--- config.mk ---
export PLATFORM = sky130hd
export DESIGN_NAME = seg7_digit_monitor
export DESIGN_NICKNAME = d
export VERILOG_FILES = /design/src/rtl/seg7_pkg.sv /design/src/rtl/seg7_stable_filter.sv /design/src/rtl/seg7_digit_monitor.sv
export SDC_FILE = /design/constraint.sdc
export NUM_CORES = 1
export LEC_CHECK = 0
export ABC_AREA = 1
export CORE_ASPECT_RATIO = 0.6
export CORE_UTILIZATION = 60
export CTS_CLUSTER_DIAMETER = 120
export DETAILED_ROUTE_END_ITERATION = 16
export PLACE_DENSITY = 0.83
export SLEW_MARGIN = 25
export SYNTH_ARGS = -nofsm -noshare
export SYNTH_HDL_FRONTEND = slang
export SYNTH_SLANG_ARGS = --single-unit
--- constraint.sdc ---
create_clock -name clk -period 3.7 [get_ports clk]
set_clock_uncertainty 0.15 [all_clocks]
set_input_delay 0.37 -clock clk [delete_from_list [all_inputs] [get_ports clk]]
set_output_delay 0.37 -clock clk [all_outputs]
set_load 0.005 [all_outputs]
--- src/rtl/seg7_pkg.sv ---
// Shared seven-segment definitions: pattern constants, decode/encode helpers.
// Segment order is bit0=a .. bit6=g, active high.
package seg7_pkg;

    localparam int unsigned SEG_W   = 7;
    localparam int unsigned DIGIT_W = 4;

    localparam logic [SEG_W-1:0] SEG_0     = 7'h3F;
    localparam logic [SEG_W-1:0] SEG_1     = 7'h06;
    localparam logic [SEG_W-1:0] SEG_2     = 7'h5B;
    localparam logic [SEG_W-1:0] SEG_3     = 7'h4F;
    localparam logic [SEG_W-1:0] SEG_4     = 7'h66;
    localparam logic [SEG_W-1:0] SEG_5     = 7'h6D;
    localparam logic [SEG_W-1:0] SEG_6     = 7'h7D;
    localparam logic [SEG_W-1:0] SEG_7     = 7'h07;
    localparam logic [SEG_W-1:0] SEG_8     = 7'h7F;
    localparam logic [SEG_W-1:0] SEG_9     = 7'h6F;
    localparam logic [SEG_W-1:0] SEG_BLANK = 7'h00;

    typedef struct packed {
        logic               valid;
        logic [DIGIT_W-1:0] digit;
    } seg7_dec_t;

    // Pattern -> digit; valid=0 for blank and for any non-table pattern.
    function automatic seg7_dec_t seg7_decode(input logic [SEG_W-1:0] pattern);
        seg7_dec_t r;
        r = '{valid: 1'b1, digit: 4'd0};
        case (pattern)
            SEG_0:   r.digit = 4'd0;
            SEG_1:   r.digit = 4'd1;
            SEG_2:   r.digit = 4'd2;
            SEG_3:   r.digit = 4'd3;
            SEG_4:   r.digit = 4'd4;
            SEG_5:   r.digit = 4'd5;
            SEG_6:   r.digit = 4'd6;
            SEG_7:   r.digit = 4'd7;
            SEG_8:   r.digit = 4'd8;
            SEG_9:   r.digit = 4'd9;
            default: r.valid = 1'b0;
        endcase
        return r;
    endfunction

    // Digit -> pattern; out-of-range digits render blank.
    function automatic logic [SEG_W-1:0] seg7_encode(input logic [DIGIT_W-1:0] digit);
        logic [SEG_W-1:0] p;
        case (digit)
            4'd0:    p = SEG_0;
            4'd1:    p = SEG_1;
            4'd2:    p = SEG_2;
            4'd3:    p = SEG_3;
            4'd4:    p = SEG_4;
            4'd5:    p = SEG_5;
            4'd6:    p = SEG_6;
            4'd7:    p = SEG_7;
            4'd8:    p = SEG_8;
            4'd9:    p = SEG_9;
            default: p = SEG_BLANK;
        endcase
        return p;
    endfunction

endpackage

--- src/rtl/seg7_stable_filter.sv ---
// Debounce for the sampled segment bus: a pattern is accepted once it has been
// held STABLE_CYCLES cycles and differs from the previously accepted pattern.
module seg7_stable_filter
    import seg7_pkg::*;
#(
    parameter int unsigned STABLE_CYCLES = 4
) (
    input  logic             clk,
    input  logic             rst_n,
    input  logic             ena,
    input  logic [SEG_W-1:0] seg_r,
    output logic             accept_pulse,
    output logic [SEG_W-1:0] accepted_pattern
);

    localparam int unsigned STAB_W = (STABLE_CYCLES < 2) ? 1 : $clog2(STABLE_CYCLES + 1);
    localparam logic [STAB_W-1:0] STAB_MAX  = STAB_W'(STABLE_CYCLES);
    localparam logic [STAB_W-1:0] STAB_FIRE = STAB_W'(STABLE_CYCLES - 1);

    logic [SEG_W-1:0]  r_cand;
    logic [SEG_W-1:0]  r_accepted;
    logic [STAB_W-1:0] r_stab_cnt;

    // Both outputs are combinational and meaningful in the accepting cycle only;
    // the consumer registers them on the same edge the filter latches r_accepted.
    assign accept_pulse     = ena && (r_stab_cnt == STAB_FIRE) && (r_cand != r_accepted);
    assign accepted_pattern = r_cand;

    always_ff @(posedge clk or negedge rst_n) begin
        if (!rst_n) begin
            r_cand     <= SEG_BLANK;
            r_accepted <= SEG_BLANK;
            r_stab_cnt <= '0;
        end else if (ena) begin
            if (seg_r != r_cand) begin
                r_cand     <= seg_r;
                r_stab_cnt <= '0;
            end else if (r_stab_cnt != STAB_MAX) begin
                r_stab_cnt <= r_stab_cnt + 1'b1;
            end
            if (accept_pulse) begin
                r_accepted <= r_cand;
            end
        end
    end

endmodule

--- src/rtl/seg7_digit_monitor.sv ---
// Observer for the seven-segment seconds counter: decodes accepted patterns and
// flags bad patterns, out-of-order digits and off-period digit changes.
module seg7_digit_monitor
    import seg7_pkg::*;
#(
    parameter int unsigned STABLE_CYCLES = 4,
    parameter int unsigned CNT_W         = 24,
    parameter int unsigned EXPECT_PERIOD = 1000,
    parameter int unsigned TOL           = 2
) (
    input  logic               clk,
    input  logic               rst_n,
    input  logic               ena,
    input  logic               clear,
    input  logic [SEG_W-1:0]   seg_in,
    output logic [DIGIT_W-1:0] digit,
    output logic               digit_valid,
    output logic               change_pulse,
    output logic [CNT_W-1:0]   last_interval,
    output logic               interval_valid,
    output logic               decode_err,
    output logic               seq_err,
    output logic               timing_err
);

    localparam logic [CNT_W-1:0] PERIOD_LO = CNT_W'(EXPECT_PERIOD - TOL);
    localparam logic [CNT_W-1:0] PERIOD_HI = CNT_W'(EXPECT_PERIOD + TOL);
    localparam logic [CNT_W-1:0] CNT_MAX   = '1;

    logic [SEG_W-1:0]   r_seg;
    logic [DIGIT_W-1:0] r_digit;
    logic               r_digit_valid;
    logic               r_change_pulse;
    logic [CNT_W-1:0]   r_period_cnt;
    logic [CNT_W-1:0]   r_last_interval;
    logic               r_interval_valid;
    logic               r_decode_err;
    logic               r_seq_err;
    logic               r_timing_err;

    logic               w_accept;
    logic [SEG_W-1:0]   w_accepted_pattern;
    seg7_dec_t          w_dec;
    logic [DIGIT_W-1:0] w_next_digit;
    logic               w_valid_chg;
    logic               w_bad_pat;
    logic               w_seq_bad;
    logic               w_time_bad;

    seg7_stable_filter #(
        .STABLE_CYCLES (STABLE_CYCLES)
    ) u_filter (
        .clk              (clk),
        .rst_n            (rst_n),
        .ena              (ena),
        .seg_r            (r_seg),
        .accept_pulse     (w_accept),
        .accepted_pattern (w_accepted_pattern)
    );

    // Classify the pattern being accepted this cycle.
    always_comb begin
        w_dec        = seg7_decode(w_accepted_pattern);
        w_next_digit = (r_digit == 4'd9) ? 4'd0 : r_digit + 4'd1;
        w_valid_chg  = w_accept && w_dec.valid;
        w_bad_pat    = w_accept && !w_dec.valid && (w_accepted_pattern != SEG_BLANK);
        w_seq_bad    = w_valid_chg && r_digit_valid && (w_dec.digit != w_next_digit);
        w_time_bad   = w_valid_chg && r_digit_valid &&
                       ((r_period_cnt < PERIOD_LO) || (r_period_cnt > PERIOD_HI) ||
                        (r_period_cnt == CNT_MAX));
    end

    // The first valid change after reset only restarts the period counter.
    always_ff @(posedge clk or negedge rst_n) begin
        if (!rst_n) begin
            r_seg            <= SEG_BLANK;
            r_digit          <= '0;
            r_digit_valid    <= 1'b0;
            r_change_pulse   <= 1'b0;
            r_period_cnt     <= '0;
            r_last_interval  <= '0;
            r_interval_valid <= 1'b0;
            r_decode_err     <= 1'b0;
            r_seq_err        <= 1'b0;
            r_timing_err     <= 1'b0;
        end else begin
            r_change_pulse <= w_valid_chg;
            if (ena) begin
                r_seg <= seg_in;
                if (w_valid_chg) begin
                    r_period_cnt  <= CNT_W'(1);
                    r_digit       <= w_dec.digit;
                    r_digit_valid <= 1'b1;
                    if (r_digit_valid) begin
                        r_last_interval  <= r_period_cnt;
                        r_interval_valid <= 1'b1;
                    end
                end else if (r_period_cnt != CNT_MAX) begin
                    r_period_cnt <= r_period_cnt + 1'b1;
                end
                r_decode_err <= (r_decode_err && !clear) || w_bad_pat;
                r_seq_err    <= (r_seq_err    && !clear) || w_seq_bad;
                r_timing_err <= (r_timing_err && !clear) || w_time_bad;
            end
        end
    end

    assign digit          = r_digit;
    assign digit_valid    = r_digit_valid;
    assign change_pulse   = r_change_pulse && ena;
    assign last_interval  = r_last_interval;
    assign interval_valid = r_interval_valid;
    assign decode_err     = r_decode_err;
    assign seq_err        = r_seq_err;
    assign timing_err     = r_timing_err;

endmodule

# Word-level counts from Yosys, hierarchy flattened

Index checks and enable logic that the tools add are counted.

Register bits: 82
Bits in latches: 0
Memory bits (writable): 0
ROM bits: 0
Memories: 0

$add $sub $neg: 3
$mul: 0
Divide/modulo/power cells: 0
Magnitude comparators: 2
Equality and inequality tests: 18
Shift-type cells: 0
Mux-type cells: 7
Bitwise logic cells: 0
Reductions and logical operators: 29

Operator list:

| kind                  | number |
|---|---|
| $eq 7x7->1 const B    | 7 |
| $mux 24               | 2 |
| $pmux 4 s9            | 1 |
| $add 24x1->24 const B | 1 |
| $eq 24x24->1 const B  | 1 |
| $gt 24x10->1 const B  | 1 |
| $lt 24x10->1 const B  | 1 |
| $ne 24x24->1 const B  | 1 |
| $eq 7x3->1 const B    | 2 |
| $ne 7x7->1            | 2 |
| $logic_and 1x1->1     | 12 |
| $reduce_and 2->1      | 5 |
| $reduce_or 10->1      | 1 |
| $eq 7x6->1 const B    | 1 |
| $reduce_bool 7->1     | 1 |
| $mux 3                | 2 |
| $logic_or 1x1->1      | 5 |
| $add 4x1->4 const B   | 1 |
| $eq 4x4->1 const B    | 1 |
| $mux 4                | 1 |
| $ne 4x4->1            | 1 |
| $reduce_bool 2->1     | 2 |
| $add 3x1->3 const B   | 1 |
| $eq 3x2->1 const B    | 1 |
| other kinds (4)       | 5 |

# Logic depth before layout (Yosys ltp)

Depth in word-level cells: 7
Gate-level depth with buffers: 14
Gate-level depth less buffers: 13

# Hierarchy

From an unflattened synthesis, not the netlist that was laid out.

Cells, all modules: 638
Area total of the unflattened synthesis: 4840.9 µm²

Modules (own cells, without submodules):

| module             | instances | cells an instance | area an instance (µm²) | seq. area each (µm²) |
|---|---|---|---|---|
| seg7_digit_monitor | 1         | 507               | 3867.5                 | 1626.6 |
| seg7_stable_filter | 1         | 131               | 973.4                  | 425.4 |

# Least setup slack after synthesis

Ideal clock, no wire load.

Path type: reg-to-reg
Start point: register r_period_cnt[1]
End point: register r_period_cnt[10]
Library setup time: 117 ps
Arrival: 1648 ps
Required time: 3433 ps
Path slack: 1785 ps
Cell stages (with the launch flop): 10
Path buffers: 1
Clock period less this slack: 1915 ps
Path through: dfrtp_1 ha_1 inv_1 nor2_2 nand2_2 nor3b_2 nand3b_1 buf_2 nand4_1 nand2_1

Longest elaborated chain between the ends: 3
Elaborated cells between the ends (all ways): 6
Those cells by class: add/sub (1); eq/ne (1); mux (2); reduce/logical (2)

Ends and longest elaborated chain:

| element                                              | RTL line                                           | RTL |
|---|---|---|
| from (decl)                                          | seg7_digit_monitor.sv:34                           | `logic [CNT_W-1:0] r_period_cnt;` |
| from (signal assigned)                               | seg7_digit_monitor.sv:99                           | `r_period_cnt <= r_period_cnt + 1'b1;` |
| $add 24x1->24 / $ne 24x24->1 (equally long branches) | seg7_digit_monitor.sv:99, seg7_digit_monitor.sv:98 |  |
| $mux 24 / $reduce_bool 2->1 (equally long branches)  | n/a                                                |  |
| $mux 24 / $reduce_and 2->1 (equally long branches)   | n/a                                                |  |

Parallel ways exist; a longest one is shown, timed or not. The select of a mux whose other input is x is not followed.
A chain may end at the register's enable or synchronous reset.

# Worst setup path in the final report

Start point: register u_filter.r_cand[3], in the netlist u_filter.accepted_pattern[3]
End point: register r_last_interval[8], in the netlist last_interval[8]

Longest elaborated chain between the ends: 5
Elaborated cells between the ends (all ways): 16
Those cells by class: eq/ne (11); mux (1); reduce/logical (4)

Ends and longest elaborated chain:

| element                             | RTL line                 | RTL |
|---|---|---|
| from (decl)                         | seg7_stable_filter.sv:20 | `logic [SEG_W-1:0] r_cand;` |
| from (signal assigned)              | seg7_stable_filter.sv:36 | `r_cand <= seg_r;` |
| $eq 7x7->1 (tied with other cells)  | seg7_pkg.sv:29           | `case (pattern)` |
| $reduce_or 10->1 (no source line)   | n/a                      |  |
| $mux 1                              | seg7_pkg.sv:29           |  |
| $logic_and 1x1->1 *                 | seg7_digit_monitor.sv:65 | `w_valid_chg = w_accept && w_dec.valid;` |
| $reduce_and 3->1 (no source line) * | n/a                      |  |
| to (signal assigned)                | seg7_digit_monitor.sv:95 | `r_last_interval <= r_period_cnt;` |
| to (decl)                           | seg7_digit_monitor.sv:35 | `logic [CNT_W-1:0] r_last_interval;` |

Mark *: on every way between the ends. The rest lies on a longest branch, timed or not.

==> impl_metrics.yaml <==
floorplan:
  die_width_um: 117
  start_util_pct: 63.6
  die-area_sq_mm: 0.00830
  rows: 24
  io_pins: 45
  core_region_area_sq_mm: 0.00748
  fp.dieH_um: 71.0
yosys:
  synth_area_per_cell_sq_um: 7.12
  synth_cell_type_count: 31
  syn_nets: 683
  synthesis.area_sq_mm: 0.00475
  synth_area_leaders: "dfrtp_1 (43%), nand2_1 (23%), nor2_1 (5.1%)"
  syn_inst: 668
  netlist.area_leader.share_pct: 43.2
  ys_ff_latch: 82
  seq_area_frac_synth_pct: 43.2
  synth_top_cell_by_area: "dfrtp_1"
  synth-warning-count: 0
drt:
  drc: 0
  wl_mm: 11.0
  drtIter0Drc: 385
  wl_per_cell_um: 13.7
  ant_nets: 0
  vias_per_cell: 5.27
  vias: 4259
  firstDrtPassIters: 5
hold_path:
  holdPathStages: 2
  hold_start: "last_interval[23]"
  hp-class: "reg -> reg"
  whs_endpoint: "last_interval[23]"
sta:
  fin_tns_setup_ns: 0
  layout_setup_ws_ns: 0.913
  setup_violations: 0
  grt_setup_unrepaired: "false"
  finalHoldViolCount: 0
  slew_headroom_pct: 52.0
  worst_pin_slew_ns: 0.717
  drv_slew: 0
  finalCritPeriodShare_pct: 75.3
  finalCriticalPeriod_ns: 2.79
  fmax_mhz: 359
critical_path:
  arrival_ns: 2.86
  r2r_slack_ns: 0.91
  worst-setup-path-type: "reg -> reg"
  rr_endpoint: "last_interval[8]"
  r2r-start: "u_filter.accepted_pattern[3]"
  path_max_fanout: 32
  worstPathRequired_ns: 3.78
  rr_worst_depth: 11
  crit_path_start_kind: "flip-flop"
  crit_path_end_kind: "flip-flop"
clock_tree:
  cts_buffer_depth: 2
  root_buffer: "clkbuf_16"
  clock-sinks: 82
  numCtsBuffers: 9
  htreeDepth: 3
  clk_latency_ns: 0.34
  path_clk_slew_ns: 0.06
  tritoncts: "built"
  post_cts.repair.setup_buffers: 0
placement:
  gp_congestion: 0.978
  dpl.hpwl_mm: 7.92
  pre_cts_ws_ns: 0.878
  placement.io_buffers: 44
finish:
  mostFrequentLayoutCells: "nand2_1 (293), dfrtp_1 (82), nor2_1 (64)"
  antenna-diode-count: 0
  drive_gt1_share_pct: 6.68
  area_growth_pct: 15.1
  final_common_cell: "nand2_1"
  nNetsFinal: 714
power:
  vdd_drop_max_mv: 0.249
  powerDensity_mw_per_mm2: 398
  power.leakage_nw: 2.87
global_route:
  grt.overflow.total: 0
  grt_pass1_wl_mm: 18.7
  grt_start_max_net_pins: 83
  antenna_found_initial: 0
  track_usage_pct: 29.4
  grt_pass1_vias: 3828
status:
  status: "finished, final reports clean"
flow_run:
  maxCapViolCount: 0
==> worst max path at each step <==
stage / start / end / slack (ns) / cells after the start
after detailed placement: ena / last_interval[8] / 0.88 / 8
after floorplan: r_period_cnt[1] / r_period_cnt[10] / 1.79 / 9
after global routing: u_filter.accepted_pattern[3] / last_interval[5] / 0.64 / 11
after global placement: ena / last_interval[3] / 0.98 / 8
after CTS: u_filter.accepted_pattern[3] / last_interval[8] / 0.94 / 11
final: u_filter.accepted_pattern[3] / last_interval[8] / 0.91 / 11
==> per-stage QoR <==
| step | hold slack [ns] | cell area [sq um] | instances | power [mW] | util (%) |
|---|---|---|---|---|---|
| after floorplan | -0.0756 | 4750 | 668 | 1.21 | - |
| after global placement | 0.304 | 5150 | 791 | 1.26 | 68.9 |
| after detailed placement | 0.308 | 5150 | 791 | 1.27 | 68.9 |
| after CTS | 0.0989 | 5460 | 807 | 2.18 | 73.0 |
| after global routing | 0.333 | 5470 | 808 | 2.27 | 73.2 |
| final | 0.317 | 5470 | 808 | 2.18 | 73.2 |
==> timing repair <==
action                                 in CTS  in global routing
endpoints found under the hold margin       0                 37
resized for setup                           0                  0
hold buffers                                0                  1
==> layout make-up <==
type	count	area [sq um]
Fill cell	602	2010
Clock inverter	3	46.3
Multi-Input combinational cell	493	2260
Clock buffer	13	260
Sequential cell	82	2050
Inverter	65	249
Tap cell	104	130
Timing Repair Buffer	48	474
==> critical path: stages, from the launching register on <==
cell	delay, ns
dfrtp_1	0.59
inv_2	0.13
nand2_1	0.08
nand2_1	0.05
nand3_1	0.08
nor2_1	0.05
nor2_2	0.39
nand2_4	0.34
nor2_8	0.43
inv_4	0.20
nand2_1	0.12
nand2_1	0.05
==> cell usage after synthesis <==
library cell / count
nand2_1: 293
dfrtp_1: 82
nor2_1: 64
inv_1: 55
nand4_1: 32
o21ai_0: 24
nand3_1: 23
xor2_1: 13
xnor2_1: 9
buf_4: 8
inv_2: 8
buf_6: 7
buf_2: 6
nand2_2: 6
clkbuf_1: 5
ha_1: 4
nand2_4: 4
nor2_2: 4
nor3_1: 4
o21ai_1: 3
buf_1: 2
inv_4: 2
nand3b_1: 2
nor2_4: 1
nor2_8: 1
nor3_2: 1
nor3b_2: 1
nor4_1: 1
o21bai_1: 1
o41ai_1: 1
or2_2: 1
==> state kept, by name, indices dropped and copies added, names as in the netlist <==
signal                     flops
seq_err                        1
r_seg                          7
digit                          4
u_filter.r_stab_cnt            3
r_period_cnt                  24
decode_err                     1
interval_valid                 1
last_interval                 24
u_filter.r_accepted            7
u_filter.accepted_pattern      7
digit_valid                    1
timing_err                     1
r_change_pulse                 1
==> cell families (layout without fill, tap and decap cells) <==
logic type	Yosys count	count (layout)	synth area share (%)
compound gates	29	29	3.18
xor+xnor	22	22	4.05
fa+ha+maj	4	4	1.05
buf+inv	93	129	9.34
flops	82	82	43.2
simple gates	438	438	39.2
==> power by group <==
group	internal (mW)	leakage (nW)	switching (mW)
clock	0.562	0.146	0.348
sequential	0.937	1.07	0.0922
combinational	0.0869	1.65	0.149
==> layer usage <==
layer | vias to the layer above | global-route usage, % | part of all wire, %
met5 | - | 0 | 0
met4 | 0 | 6.89 | 0.52
met3 | 10 | 5.48 | 6.9
met2 | 145 | 39.9 | 40
met1 | 1964 | 48.0 | 53
li1 | 2140 | - | -
Power figures use the tool's default switching activity.
